<file path="config.mk">
export PLATFORM = sky130hd
export DESIGN_NAME = sd_spi_master_flat
export DESIGN_NICKNAME = d
export VERILOG_FILES = /design/src/rtl/sd_spi_master_if.sv /design/src/rtl/sd_spi_master.sv /design/src/flat_wrapper.sv
export SDC_FILE = /design/constraint.sdc
export NUM_CORES = 1
export LEC_CHECK = 0
export ABC_CLOCK_PERIOD_IN_PS = 2910
export CAP_MARGIN = 20
export CORE_MARGIN = 4
export CORE_UTILIZATION = 60
export CTS_BUF_LIST = sky130_fd_sc_hd__clkbuf_4
export DETAILED_ROUTE_END_ITERATION = 8
export HOLD_SLACK_MARGIN = 0.02
export PLACE_DENSITY = 0.84
export SLEW_MARGIN = 20
export SYNTH_ARGS = -nofsm -noshare
export SYNTH_HDL_FRONTEND = slang
export SYNTH_SLANG_ARGS = --single-unit
export TNS_END_PERCENT = 20
</file>
<file path="constraint.sdc">
create_clock -name clk -period 2.91 [get_ports clk]
set_input_delay 0.291 -clock clk [delete_from_list [all_inputs] [get_ports clk]]
set_output_delay 0.291 -clock clk [all_outputs]
set_load 0.03 [all_outputs]
</file>
<file path="src/rtl/sd_spi_master_if.sv">
// sd_spi_master_if
//   Byte-request bus between the RK8E command/sector engine and the SD SPI master.
//   master modport: the RK8E engine (issues requests, receives results)
//   slave  modport: sd_spi_master (accepts requests, reports busy/done/rx_byte)
//   start      1-cycle request to shift tx_byte
//   init_req   1-cycle request for the dummy-clock power-up sequence
//   tx_byte    byte to send, bit 0 is the MSB
//   cs_assert  1 = card selected during the transfer
//   fast       1 = fast SCLK rate, 0 = slow (init) rate
//   busy       transfer or init sequence in progress
//   done       1-cycle pulse at the end of a byte or init sequence
//   rx_byte    byte sampled from the card, bit 0 is the MSB
interface sd_spi_master_if;
  logic       start;
  logic       init_req;
  logic [0:7] tx_byte;
  logic       cs_assert;
  logic       fast;
  logic       busy;
  logic       done;
  logic [0:7] rx_byte;

  modport master (
    output start, init_req, tx_byte, cs_assert, fast,
    input  busy, done, rx_byte
  );

  modport slave (
    input  start, init_req, tx_byte, cs_assert, fast,
    output busy, done, rx_byte
  );
endinterface

</file>
<file path="src/rtl/sd_spi_master.sv">
// sd_spi_master
//   Byte-level SPI master (mode 0, MSB first) for an SD card, plus generation
//   of the power-up sequence of INIT_CLKS dummy clocks with the card deselected.
//   clk     system clock (single domain)
//   resetn  asynchronous active-low reset
//   bus     request/result bus (slave side of sd_spi_master_if)
//   sdCS    card chip select, active low
//   sdSCLK  SPI clock, idles low
//   sdMOSI  data to card, idles high
//   sdMISO  data from card, sampled on the SCLK rising edge
module sd_spi_master #(
  parameter int SLOW_DIV  = 125,
  parameter int FAST_DIV  = 2,
  parameter int INIT_CLKS = 80
) (
  input  logic           clk,
  input  logic           resetn,
  sd_spi_master_if.slave bus,
  output logic           sdCS,
  output logic           sdSCLK,
  output logic           sdMOSI,
  input  logic           sdMISO
);

  localparam int CW = (SLOW_DIV > 1) ? $clog2(SLOW_DIV) : 1;
  localparam int BW = $clog2(INIT_CLKS + 1);
  localparam logic [CW-1:0] SLOW_LD = CW'(SLOW_DIV - 1);
  localparam logic [CW-1:0] FAST_LD = CW'(FAST_DIV - 1);

  typedef enum logic [1:0] {
    IDLE = 2'd0,
    LOW  = 2'd1,
    HIGH = 2'd2,
    FIN  = 2'd3
  } state_t;

  state_t        state_r, state_s;
  logic [CW-1:0] cnt_r, cnt_s;     // half-period down-counter
  logic [CW-1:0] div_r, div_s;     // half-period reload value, latched at accept
  logic [CW-1:0] load_s;
  logic [BW-1:0] bit_r, bit_s;     // remaining SCLK periods
  logic [0:7]    tx_r, tx_s;       // outgoing bits, tx_r[0] is on sdMOSI
  logic [0:7]    rxsh_r, rxsh_s;   // incoming bits, newest at index 7
  logic [0:7]    rx_r, rx_s;
  logic          sclk_r, sclk_s;
  logic          mosi_r, mosi_s;
  logic          cs_r, cs_s;
  logic          busy_r, busy_s;
  logic          done_r, done_s;

  // Next-state and next-output computation for the transfer FSM.
  always_comb begin
    state_s = state_r;
    cnt_s   = cnt_r;
    div_s   = div_r;
    bit_s   = bit_r;
    tx_s    = tx_r;
    rxsh_s  = rxsh_r;
    rx_s    = rx_r;
    sclk_s  = sclk_r;
    mosi_s  = mosi_r;
    cs_s    = cs_r;
    busy_s  = busy_r;
    done_s  = 1'b0;
    load_s  = bus.fast ? FAST_LD : SLOW_LD;
    case (state_r)
      // FIN accepts a new request exactly like IDLE so bytes can run back to back.
      IDLE, FIN: begin
        sclk_s = 1'b0;
        mosi_s = 1'b1;
        busy_s = 1'b0;
        // Chip select stays frozen through FIN and only tracks cs_assert in IDLE.
        if (state_r == FIN) begin
          cs_s = cs_r;
        end else begin
          cs_s = ~bus.cs_assert;
        end
        // init_req has priority; a simultaneous start is dropped.
        if (bus.init_req) begin
          div_s   = load_s;
          cnt_s   = load_s;
          bit_s   = BW'(INIT_CLKS);
          tx_s    = 8'hFF;
          cs_s    = 1'b1;
          busy_s  = 1'b1;
          state_s = LOW;
        end else if (bus.start) begin
          div_s   = load_s;
          cnt_s   = load_s;
          bit_s   = BW'(8);
          tx_s    = bus.tx_byte;
          mosi_s  = bus.tx_byte[0];
          cs_s    = ~bus.cs_assert;
          busy_s  = 1'b1;
          state_s = LOW;
        end else begin
          state_s = IDLE;
        end
      end
      LOW: begin
        if (cnt_r == {CW{1'b0}}) begin
          sclk_s  = 1'b1;
          rxsh_s  = {rxsh_r[1:7], sdMISO};
          cnt_s   = div_r;
          state_s = HIGH;
        end else begin
          cnt_s = cnt_r - CW'(1);
        end
      end
      HIGH: begin
        if (cnt_r == {CW{1'b0}}) begin
          sclk_s = 1'b0;
          cnt_s  = div_r;
          bit_s  = bit_r - BW'(1);
          if (bit_r == BW'(1)) begin
            mosi_s  = 1'b1;
            busy_s  = 1'b0;
            done_s  = 1'b1;
            rx_s    = rxsh_r;
            state_s = FIN;
          end else begin
            tx_s    = {tx_r[1:7], 1'b1};
            mosi_s  = tx_r[1];
            state_s = LOW;
          end
        end else begin
          cnt_s = cnt_r - CW'(1);
        end
      end
      default: begin
        state_s = IDLE;
      end
    endcase
  end

  // State and output registers; every output comes straight from a flop.
  always_ff @(posedge clk or negedge resetn) begin
    if (!resetn) begin
      state_r <= IDLE;
      cnt_r   <= {CW{1'b0}};
      div_r   <= {CW{1'b0}};
      bit_r   <= {BW{1'b0}};
      tx_r    <= 8'hFF;
      rxsh_r  <= 8'h00;
      rx_r    <= 8'h00;
      sclk_r  <= 1'b0;
      mosi_r  <= 1'b1;
      cs_r    <= 1'b1;
      busy_r  <= 1'b0;
      done_r  <= 1'b0;
    end else begin
      state_r <= state_s;
      cnt_r   <= cnt_s;
      div_r   <= div_s;
      bit_r   <= bit_s;
      tx_r    <= tx_s;
      rxsh_r  <= rxsh_s;
      rx_r    <= rx_s;
      sclk_r  <= sclk_s;
      mosi_r  <= mosi_s;
      cs_r    <= cs_s;
      busy_r  <= busy_s;
      done_r  <= done_s;
    end
  end

  assign sdCS        = cs_r;
  assign sdSCLK      = sclk_r;
  assign sdMOSI      = mosi_r;
  assign bus.busy    = busy_r;
  assign bus.done    = done_r;
  assign bus.rx_byte = rx_r;

endmodule
</file>
<file path="src/flat_wrapper.sv">
// flat-port wrapper written by rule: the top's interface ports become plain ports
module sd_spi_master_flat 
#(
  parameter int SLOW_DIV  = 125,
  parameter int FAST_DIV  = 2,
  parameter int INIT_CLKS = 80
)
  (clk, resetn, sdCS, sdSCLK, sdMOSI, sdMISO, bus_start, bus_init_req, bus_tx_byte, bus_cs_assert, bus_fast, bus_busy, bus_done, bus_rx_byte);
  sd_spi_master_if bus_i ();
  input  logic clk;
  input  logic resetn;
  output logic sdCS;
  output logic sdSCLK;
  output logic sdMOSI;
  input  logic sdMISO;
  input wire logic [$bits(bus_i.start)-1:0] bus_start;
  input wire logic [$bits(bus_i.init_req)-1:0] bus_init_req;
  input wire logic [$bits(bus_i.tx_byte)-1:0] bus_tx_byte;
  input wire logic [$bits(bus_i.cs_assert)-1:0] bus_cs_assert;
  input wire logic [$bits(bus_i.fast)-1:0] bus_fast;
  output wire logic [$bits(bus_i.busy)-1:0] bus_busy;
  output wire logic [$bits(bus_i.done)-1:0] bus_done;
  output wire logic [$bits(bus_i.rx_byte)-1:0] bus_rx_byte;
  assign bus_i.start = bus_start;
  assign bus_i.init_req = bus_init_req;
  assign bus_i.tx_byte = bus_tx_byte;
  assign bus_i.cs_assert = bus_cs_assert;
  assign bus_i.fast = bus_fast;
  assign bus_busy = bus_i.busy;
  assign bus_done = bus_i.done;
  assign bus_rx_byte = bus_i.rx_byte;
  sd_spi_master #(.SLOW_DIV(SLOW_DIV), .FAST_DIV(FAST_DIV), .INIT_CLKS(INIT_CLKS)) u_core (.clk(clk), .resetn(resetn), .bus(bus_i), .sdCS(sdCS), .sdSCLK(sdSCLK), .sdMOSI(sdMOSI), .sdMISO(sdMISO));
endmodule
</file>
==> flow_summary.ini <==
[floorplanning]
die_area_um2 = 5300
die_x_um = 72.8
core_um2 = 4030
ios = 28
rows = 23
die_y_um = 72.8
initial_core_util = 0.625

[synth]
syn_nets = 253
postSynthCellCount = 229
mappedNetlistArea_um2 = 2520
synth_edf_count = 0
synthTopCellsByArea = dfrtp_1 37%, dfstp_2 9.4%, mux2_2 7.2%
seq_area_frac_synth = 0.462
postSynthAreaPerCell_um2 = 11.0
synth_top_area_cell = dfrtp_1
yosysMostFrequentCell = dfrtp_1
ys_ff_latch = 46
netlist_top_cells_count = 37 x dfrtp_1, 16 x mux2_2, 16 x nand2_1, 16 x nor2_1, 12 x inv_1
synth.distinct_cells = 55
yosysTopAreaCellShare = 0.368
synthFlopType = dfrtp_1
synth_warnings = 0
synth-async-reset-ratio = 1.00

[critical_path]
cp_max_fo = 13
ff2ff_path_depth = 6
rr_startpoint = u_core.state_r[1]
end_kind = flip-flop
critPathLaunch = u_core.state_r[1]
rr_endpoint = u_core.tx_r[4]
crit_required_ns = 3.22
cp-start-kind = flip-flop
rrSetupSlack_ns = 0.47
critPathArrivalTime_ns = 2.75
path_class = reg2reg

[worst_hold_path]
hold_path_class = in2async

[routing]
highest_layer = met4
vias = 1862
dr_wl_met3_um = 300
dr.pass1.iters = 4
ant_nets = 0
drt-total-wl_mm = 4.92
viasPerCell = 6.05
wire_per_inst_um = 16.0
drt_iter0_drc = 180
wl_met2_mm = 2.41
wl_met1_mm = 2.14
drc_errors = 0

[sta]
setup_viol = 0
maxSlewHeadroom = 0.619
rsz0062_at_grt = no
worst_hold_slack_ns = 0.458
tightest_slew_ns = 0.572
finalClockSkew_ns = 0.00757
fmax_mhz = 409
slew_viol_final = 0
layout_min_cycle_time_ns = 2.44
min_period_over_period = 0.840
finalHoldViolCount = 0
tns_ns = 0

[power_and_ir_drop]
ir_worst_vdd_v = 0.000469
sequentialPowerShare = 0.445
power.share.clock = 0.170
p_int_mw = 1.45
p_switching_uw = 868
p_sw_frac = 0.374
p_leak_nw = 1.26
p_comb_frac = 0.385
power.density_nw_per_um2 = 800

[placed_design]
dp_cells = 299
io_buffers = 27
routabilityCongestion = 0.883
place_area_um2 = 2810
post-dp-hpwl_mm = 3.44

[layout]
nFillCells = 290
finalInstanceArea_um2 = 2900
final_cells = 308
syn_to_final_growth_pct = 15.1
nets = 281
seq_area_um2 = 1160
post_route_cells_drive_above_1_share = 0.225
final_core_util = 0.720
multi_input_area_um2 = 1220
diodes = 0

[flow_run]
cap_violations = 0

[clocking]
clk_pin_slew_ns = 0.14
numCtsBuffers = 5
root_buffer = clkbuf_4
cts.sinks = 46
cts_tree = done
cts_max_level = 2
clkLatencyLatePin_ns = 0.36
clockBufferDepth = 2
cts_resized = 0

[global_routing]
overflow = 0
grt.total_usage = 0.203
grt_max_degree = 47
antenna_found_initial = 0
grt_pass1_wl_mm = 8.38
grt_pass1_vias = 1804

[status]
status = complete, no violations
## routing by layer
metal / track usage / vias to the layer above
li1: - / 888
met1: 0.258 / 904
met2: 0.339 / 64
met3: 0.0455 / 6
met4: 0.0738 / 0
met5: 0 / -
## worst max path at each step
| stage | endpoint | slack (ns) | cells after the start |
|---|---|---|---|
| floorplan | u_core.bus.rx_byte[0] | 0.96 | 9 |
| global placement | u_core.tx_r[3] | 0.59 | 6 |
| detailed placement | u_core.tx_r[4] | 0.52 | 6 |
| CTS | u_core.tx_r[4] | 0.48 | 6 |
| global route | u_core.tx_r[1] | 0.34 | 6 |
| finish | u_core.tx_r[4] | 0.47 | 6 |
## cells in the final DEF (no fill, tap or decap), types with 9 or more instances in the layout
cell / count
ha_1: 9
nor2_1: 16
a21oi_1: 10
mux2_2: 16
nand2_1: 16
dfrtp_1: 37
clkdlybuf4s50_1: 26
o21ai_0: 11
inv_1: 12
dfstp_2: 9
## registers in the layout (all words and copies together), names as in the netlist
register            flops
u_core.sdSCLK           1
u_core.bus.done         1
u_core.bus.busy         1
u_core.bus.rx_byte      8
u_core.rxsh_r           8
u_core.sdMOSI           1
u_core.div_r            2
u_core.bit_r            7
u_core.state_r          2
u_core.tx_r             7
u_core.cnt_r            7
u_core.sdCS             1
## cells by family (layout without fill, tap and decap cells)
kind of cell	after synthesis	count (layout)	synth area share
AO/OA/AOI/OAI	52	52	0.144
XOR/XNOR	3	3	0.0104
adder cells (fa/ha/maj)	9	9	0.0447
buffers and inverters	25	54	0.0522
flip-flops	46	46	0.462
multiplexers	28	28	0.135
AND/OR/NAND/NOR	66	66	0.152
## worst max-delay path: stages, from the launching register on
cell and delay (ns):
dfrtp_1 0.43, inv_1 0.10, ha_1 0.53, or3_1 0.23, nand2b_1 0.27, nor3_4 0.45, mux2_2 0.38
## repair_timing
item                                   CTS  global route
buffers inserted                         0             0
hold buffers                             0             1
endpoints found under the hold margin    0            37
## layout make-up
class                      count  area share
tap                           50      0.0216
sequential                    46       0.401
clock buffer                   5      0.0129
inverter                      12      0.0155
multi-input combinational    158       0.423
timing repair buffer          34       0.111
clock inverter                 3      0.0151
## power by group through the flow
stage	Sequential, mW	Clock [mW]	Combinational, mW
detailed placement	1.04	0	0.878
global route	1.06	0.431	0.978
floorplan	1.04	0	0.646
global placement	1.03	0	0.859
CTS	1.03	0.410	0.886
finish	1.03	0.394	0.894
## metrics by stage
step | worst slack (ns) | power, mW
global route | 0.336 | 2.47
detailed placement | 0.525 | 1.92
floorplan | 0.963 | 1.69
CTS | 0.478 | 2.33
global placement | 0.590 | 1.89
finish | 0.467 | 2.32
No activity file was read; power rests on OpenSTA's default activity.
